<file path="src/rtl/spi_pkg.sv">
// Shared types and widths for the SPI initiator.
package spi_pkg;

    localparam int unsigned CMD_W  = 10;
    localparam int unsigned DATA_W = 8;

    typedef enum logic [1:0] {
        WR_ADDR = 2'b00,
        WR_DATA = 2'b01,
        RD_ADDR = 2'b10,
        RD_DATA = 2'b11
    } opcode_e;

    typedef enum logic [2:0] {
        IDLE,
        START,
        SHIFT,
        WAIT,
        RECV,
        END
    } state_e;

    // Opcode field of a host command word.
    function automatic opcode_e cmd_opcode(input logic [CMD_W-1:0] cmd);
        return opcode_e'(cmd[CMD_W-1 -: 2]);
    endfunction

endpackage

</file>
<file path="src/rtl/spi_master_shifter.sv">
// Datapath for the SPI initiator: TX word (MSB out), RX byte (MSB in)
// and the down-counter that paces both phases.
module spi_master_shifter
    import spi_pkg::*;
(
    input  logic              clk,
    input  logic              rst_n,
    input  logic              load,
    input  logic [CMD_W-1:0]  tx_word,
    input  logic              tx_shift,
    input  logic              rx_shift,
    input  logic              miso,
    input  logic              cnt_load,
    input  logic [3:0]        cnt_init,
    output logic              mosi_bit,
    output logic [DATA_W-1:0] rx_next,
    output logic [3:0]        cnt
);

    logic [CMD_W-1:0]  tx_q;
    logic [DATA_W-1:0] rx_q;

    // TX/RX shift registers and bit counter.
    always_ff @(posedge clk or negedge rst_n) begin
        if (!rst_n) begin
            tx_q <= '0;
            rx_q <= '0;
            cnt  <= '0;
        end else begin
            if (load) begin
                tx_q <= tx_word;
            end else if (tx_shift) begin
                tx_q <= {tx_q[CMD_W-2:0], 1'b0};
            end
            if (rx_shift) begin
                rx_q <= rx_next;
            end
            if (cnt_load) begin
                cnt <= cnt_init;
            end else if ((tx_shift || rx_shift) && cnt != '0) begin
                cnt <= cnt - 4'd1;
            end
        end
    end

    assign mosi_bit = tx_q[CMD_W-1];
    assign rx_next  = {rx_q[DATA_W-2:0], miso};

endmodule

</file>
<file path="src/rtl/spi_master_ctrl.sv">
// SPI initiator sharing clk with the slave: frames 10-bit commands on
// SS_n/MOSI and captures an 8-bit reply from MISO for RD_DATA.
// Optional feature: SPI_MASTER_SEQ_CHK_EN rejects RD_DATA that is not
// preceded by a completed RD_ADDR (err pulse, no frame).
module spi_master_ctrl
    import spi_pkg::*;
#(
    parameter int unsigned TURNAROUND = 2,
    parameter int unsigned GAP        = 1
) (
    input  logic              clk,
    input  logic              rst_n,
    input  logic              cmd_valid,
    output logic              cmd_ready,
    input  logic [CMD_W-1:0]  cmd_data,
    output logic              rsp_valid,
    output logic [DATA_W-1:0] rsp_data,
    output logic              busy,
    output logic              err,
    output logic              SS_n,
    output logic              MOSI,
    input  logic              MISO
);

    localparam int unsigned WCNT_W = 16;

    state_e            state, state_nx;
    opcode_e           op_q;
    logic [WCNT_W-1:0] wcnt, wcnt_init;
    logic              wcnt_load;
    logic              accept, reject;
    logic              sh_load, tx_shift, rx_shift, cnt_load, capture;
    logic [3:0]        cnt_init, bit_cnt;
    logic              mosi_bit;
    logic [DATA_W-1:0] rx_next;

    assign accept = cmd_valid && (state == IDLE);

`ifdef SPI_MASTER_SEQ_CHK_EN
    logic rd_addr_seen;
    logic rd_addr_done;

    assign reject       = accept && (cmd_opcode(cmd_data) == RD_DATA) && !rd_addr_seen;
    assign rd_addr_done = (state == SHIFT) && (bit_cnt == '0) && (op_q == RD_ADDR);

    // Sequence flag and one-cycle rejection pulse.
    always_ff @(posedge clk or negedge rst_n) begin
        if (!rst_n) begin
            rd_addr_seen <= 1'b0;
            err          <= 1'b0;
        end else begin
            err <= reject;
            if (capture) begin
                rd_addr_seen <= 1'b0;
            end else if (rd_addr_done) begin
                rd_addr_seen <= 1'b1;
            end
        end
    end
`else
    assign reject = 1'b0;
    assign err    = 1'b0;
`endif

    spi_master_shifter u_shifter (
        .clk      (clk),
        .rst_n    (rst_n),
        .load     (sh_load),
        .tx_word  (cmd_data),
        .tx_shift (tx_shift),
        .rx_shift (rx_shift),
        .miso     (MISO),
        .cnt_load (cnt_load),
        .cnt_init (cnt_init),
        .mosi_bit (mosi_bit),
        .rx_next  (rx_next),
        .cnt      (bit_cnt)
    );

    // Next-state and per-state datapath controls.
    always_comb begin
        state_nx  = state;
        sh_load   = 1'b0;
        tx_shift  = 1'b0;
        rx_shift  = 1'b0;
        cnt_load  = 1'b0;
        cnt_init  = '0;
        wcnt_load = 1'b0;
        wcnt_init = '0;
        capture   = 1'b0;
        case (state)
            IDLE: begin
                if (accept) begin
                    sh_load = 1'b1;
                    if (reject) begin
                        // Rejected command skips the frame but still honours the gap.
                        state_nx  = END;
                        wcnt_load = 1'b1;
                        wcnt_init = WCNT_W'(GAP - 1);
                    end else begin
                        state_nx = START;
                    end
                end
            end
            START: begin
                cnt_load = 1'b1;
                cnt_init = 4'(CMD_W - 1);
                state_nx = SHIFT;
            end
            SHIFT: begin
                tx_shift = 1'b1;
                if (bit_cnt == '0) begin
                    wcnt_load = 1'b1;
                    if (op_q == RD_DATA) begin
                        state_nx  = WAIT;
                        wcnt_init = WCNT_W'(TURNAROUND - 1);
                    end else begin
                        state_nx  = END;
                        wcnt_init = WCNT_W'(GAP - 1);
                    end
                end
            end
            WAIT: begin
                if (wcnt == '0) begin
                    state_nx = RECV;
                    cnt_load = 1'b1;
                    cnt_init = 4'(DATA_W - 1);
                end
            end
            RECV: begin
                rx_shift = 1'b1;
                if (bit_cnt == '0) begin
                    capture   = 1'b1;
                    state_nx  = END;
                    wcnt_load = 1'b1;
                    wcnt_init = WCNT_W'(GAP - 1);
                end
            end
            END: begin
                if (wcnt == '0) begin
                    state_nx = IDLE;
                end
            end
            default: state_nx = IDLE;
        endcase
    end

    // State, latched opcode, wait/gap counter and reply registers.
    always_ff @(posedge clk or negedge rst_n) begin
        if (!rst_n) begin
            state     <= IDLE;
            op_q      <= WR_ADDR;
            wcnt      <= '0;
            rsp_valid <= 1'b0;
            rsp_data  <= '0;
        end else begin
            state <= state_nx;
            if (accept) begin
                op_q <= cmd_opcode(cmd_data);
            end
            if (wcnt_load) begin
                wcnt <= wcnt_init;
            end else if (wcnt != '0) begin
                wcnt <= wcnt - 1'b1;
            end
            rsp_valid <= capture;
            if (capture) begin
                rsp_data <= rx_next;
            end
        end
    end

    assign cmd_ready = (state == IDLE);
    assign busy      = (state != IDLE);
    assign SS_n      = !(state inside {START, SHIFT, WAIT, RECV});
    assign MOSI      = (state == START || state == SHIFT) ? mosi_bit : 1'b0;

endmodule

</file>
<file path="config.mk">
export PLATFORM = sky130hd
export DESIGN_NAME = spi_master_ctrl
export DESIGN_NICKNAME = d
export VERILOG_FILES = /design/src/rtl/spi_pkg.sv /design/src/rtl/spi_master_shifter.sv /design/src/rtl/spi_master_ctrl.sv
export SDC_FILE = /design/constraint.sdc
export NUM_CORES = 1
export LEC_CHECK = 0
export CAP_MARGIN = 20
export CORE_ASPECT_RATIO = 1.5
export CORE_MARGIN = 5
export CORE_UTILIZATION = 40
export CTS_BUF_LIST = sky130_fd_sc_hd__clkbuf_8
export CTS_CLUSTER_SIZE = 12
export DETAILED_ROUTE_END_ITERATION = 12
export GPL_ROUTABILITY_DRIVEN = 1
export PLACE_DENSITY = 0.65
export SYNTH_ARGS = -nofsm -noshare
export SYNTH_HDL_FRONTEND = slang
export SYNTH_SLANG_ARGS = --single-unit
export TNS_END_PERCENT = 1
</file>
<file path="constraint.sdc">
create_clock -name clk -period 2.3 [get_ports clk]
set_input_delay 0.23 -clock clk [delete_from_list [all_inputs] [get_ports clk]]
set_output_delay 0.23 -clock clk [all_outputs]
set_load 0.02 [all_outputs]
</file>
==> results.toml <==
[critical_path]
r2r_setup_slack_ns = 0.13
worstReg2RegStart = "wcnt[0]"
required_ns = 2.54
worstPathArrival_ns = 2.41
end_kind = "register"
setup.worst_path.start = "wcnt[0]"
cp_max_fo = 13
startpoint_type = "register"
r2r_end = "wcnt[8]"
crit_type = "register to register"
cp-endpoint = "wcnt[8]"
r2r_cells = 7

[logic_synthesis]
ys_types = 49
ys_ff_latch = 51
synth_edf_count = 0
synth_top_area_share_pct = 51.4
synth_most_common_cell = "dfrtp_1"
synth-seq-area-share_pct = 51.4
synth.top_cells.by_count = "dfrtp_1, mux2_2, o21ai_0"
syn-cell-area_um2 = 2480
avgSynthCellArea_um2 = 10.8
synthCells = 230
yosysTopAreaCell = "dfrtp_1"
yosys_warnings = 0
synthArstFlopShare_pct = 100
synthTopCellsByArea = "dfrtp_1, mux2_2, a22o_1"
synth_ff_type = "dfrtp_1"
syn_nets = 247

[power_and_ir_drop]
switchingPower_w = 0.00138
p_int_w = 0.00242
seqPwrFrac_pct = 39.3
p_comb_share_pct = 41.5
p_leak_nw = 1.38
power.density_nw_per_um2 = 1240
clkPwrFrac_pct = 19.2
ir_drop_mv = 0.731
sw_frac_of_total_pct = 36.3

[placed_design]
gp_congestion = 0.778
dp_hpwl_um = 3670
place_inst = 332
io_buffers = 26

[clocking]
clockBufferDepth = 2
clk_latency_ns = 0.31
cts-root-buf = "clkbuf_8"
postCtsSetupRepairBufs = 0
cts_tree = "yes"
clk_pin_slew_ns = 0.09
cts-buffers-inserted = 5
cts.sinks = 51
htree_num_levels = 2

[final_layout]
nets = 283
final_cells = 341
layout-drive-gt1-share_pct = 19.5
seqCellArea_um2 = 1280
multi_input_area_um2 = 1120
antenna_cells = 0
fillCellCount = 550
layout-area-overhead-vs-synth_pct = 23.2

[routing]
vias = 1890
antenna_left = 0
routed_wl_um = 5140
viasPerCell = 5.54
wl_per_cell_um = 15.1
route.detailed.drc = 0
drt_iter0_markers = 74
drtPass1Iterations = 4

[die]
rows = 35
die_width_um = 74.3
dieArea_um2 = 7910
start_util_pct = 40.8
fp.dieH_um = 106
io-pin-count = 28
core_region_area_um2 = 6090

[sta]
setup_viol_count_final = 0
period_needed_ns = 2.17
finalSetupTns_ns = 0
finalHoldViolations = 0
finalCritPeriodShare_pct = 94.2
tightest_slew_ns = 0.573
finalHoldWorstSlack_ns = 0.455
slew_headroom_pct = 61.8
max_freq_mhz = 462
slew_violations = 0
rsz0062_at_grt = "no"
clock_skew_ns = 0.00565

[global_routing]
antenna_found_initial = 0
grt_overflow = 0
grt_pass1_vias = 1907
grt_use_total_pct = 14.3
grt_max_degree = 29
grt_first_pass_wirelength_um = 8890

[flow_run]
maxCapViolCount = 0

[status]
status = "complete, no violations"

[hold_path]
hp-class = "input pin to async pin"
layout by cell type, fill, tap and decap left out, drive strengths merged, types with 3 or more instances in the layout:
cell type and n:
clkbuf 5, or4 7, clkdlybuf4s50 25, ha 3
a21o 8, or3 8, a211oi 3, and2 4
nand2b 6, mux2 16, mux2i 3, nor3 5
dfrtp 51, buf 17, xnor2 3, a21oi 13
nand2 13, nor4 7, inv 10, o21ai 14
nor3b 3, a22o 8, nor2 4, o31ai 3
worst max-delay path, cell delays in order, from the launching register on:
cell,delay (ns)
dfrtp_1,0.40
inv_1,0.10
ha_1,0.20
nor4b_2,0.17
and4_2,0.28
buf_4,0.18
or4_2,0.62
a21oi_2,0.14
metal layers:
layer | global-route usage, % | vias up | routed length, µm
li1 | - | 917 | -
met1 | 17.5 | 934 | 2180
met2 | 24.1 | 30 | 2700
met3 | 2.65 | 9 | 164
met4 | 5.73 | 0 | 97
met5 | 0 | - | 0
sequential cells by signal, summed over array words and instances, names as in the netlist:
| name | flops |
|---|---|
| u_shifter.cnt | 4 |
| wcnt | 16 |
| state | 3 |
| u_shifter.tx_q | 10 |
| rsp_data | 8 |
| u_shifter.rx_q | 7 |
| op_q | 2 |
| rsp_valid | 1 |
power by group through the flow:
stage,clock [W],combinational [W],sequential (W)
6_report,0.000727,0.00158,0.00149
2_1_floorplan,0,0.00111,0.00142
5_1_grt,0.000777,0.00177,0.00154
3_5_place_dp,0,0.00157,0.00151
3_3_place_gp,0,0.00155,0.00149
4_1_cts,0.000749,0.00159,0.00148
area by class of cell:
class | count | area share (%)
Timing Repair Buffer | 43 | 13.0
Clock inverter | 3 | 2.09
Multi-Input combinational cell | 156 | 36.8
Clock buffer | 5 | 2.25
Tap cell | 74 | 3.03
Inverter | 9 | 1.11
Sequential cell | 51 | 41.8
kinds of logic (layout without fill, tap and decap cells):
| family | Yosys count | in the layout | share of synthesized area (%) |
|---|---|---|---|
| adders and majority gates | 3 | 3 | 1.51 |
| and+or+nand+nor | 68 | 68 | 16.8 |
| buffers and inverters | 23 | 60 | 3.73 |
| xor gates and xnor gates | 4 | 4 | 1.41 |
| other | 1 | 1 | 0.151 |
| AOI/OAI and AO/OA | 61 | 61 | 16.4 |
| DFF | 51 | 51 | 51.4 |
| muxes | 19 | 19 | 8.47 |
through the flow:
step	utilization (%)	area [µm²]	setup WS, ns	total power (W)
final	50.2	3060	0.134	0.00379
after global placement	47.7	2900	0.221	0.00304
after CTS	50.0	3050	0.135	0.00382
after global routing	50.2	3060	0.0180	0.00409
after detailed placement	47.7	2900	0.183	0.00307
after floorplan	-	2480	0.114	0.00253
repair_timing:
item,4_1_cts,5_1_grt
hold endpoints to repair,23,0
hold buffers,1,0
endpoints found under the setup margin,0,4
resized for setup,0,3
worst min path at each step:
stage | from | end | slack, ns
2_1_floorplan | rst_n | op_q[0] | -0.07
3_3_place_gp | rst_n | wcnt[7] | 0.26
4_1_cts | rst_n | rsp_data[6] | 0.47
3_5_place_dp | rst_n | rsp_valid | 0.26
5_1_grt | cmd_data[0] | u_shifter.tx_q[0] | 0.47
6_report | rst_n | wcnt[5] | 0.46
Note: power is estimated with default switching activity, not from simulation.
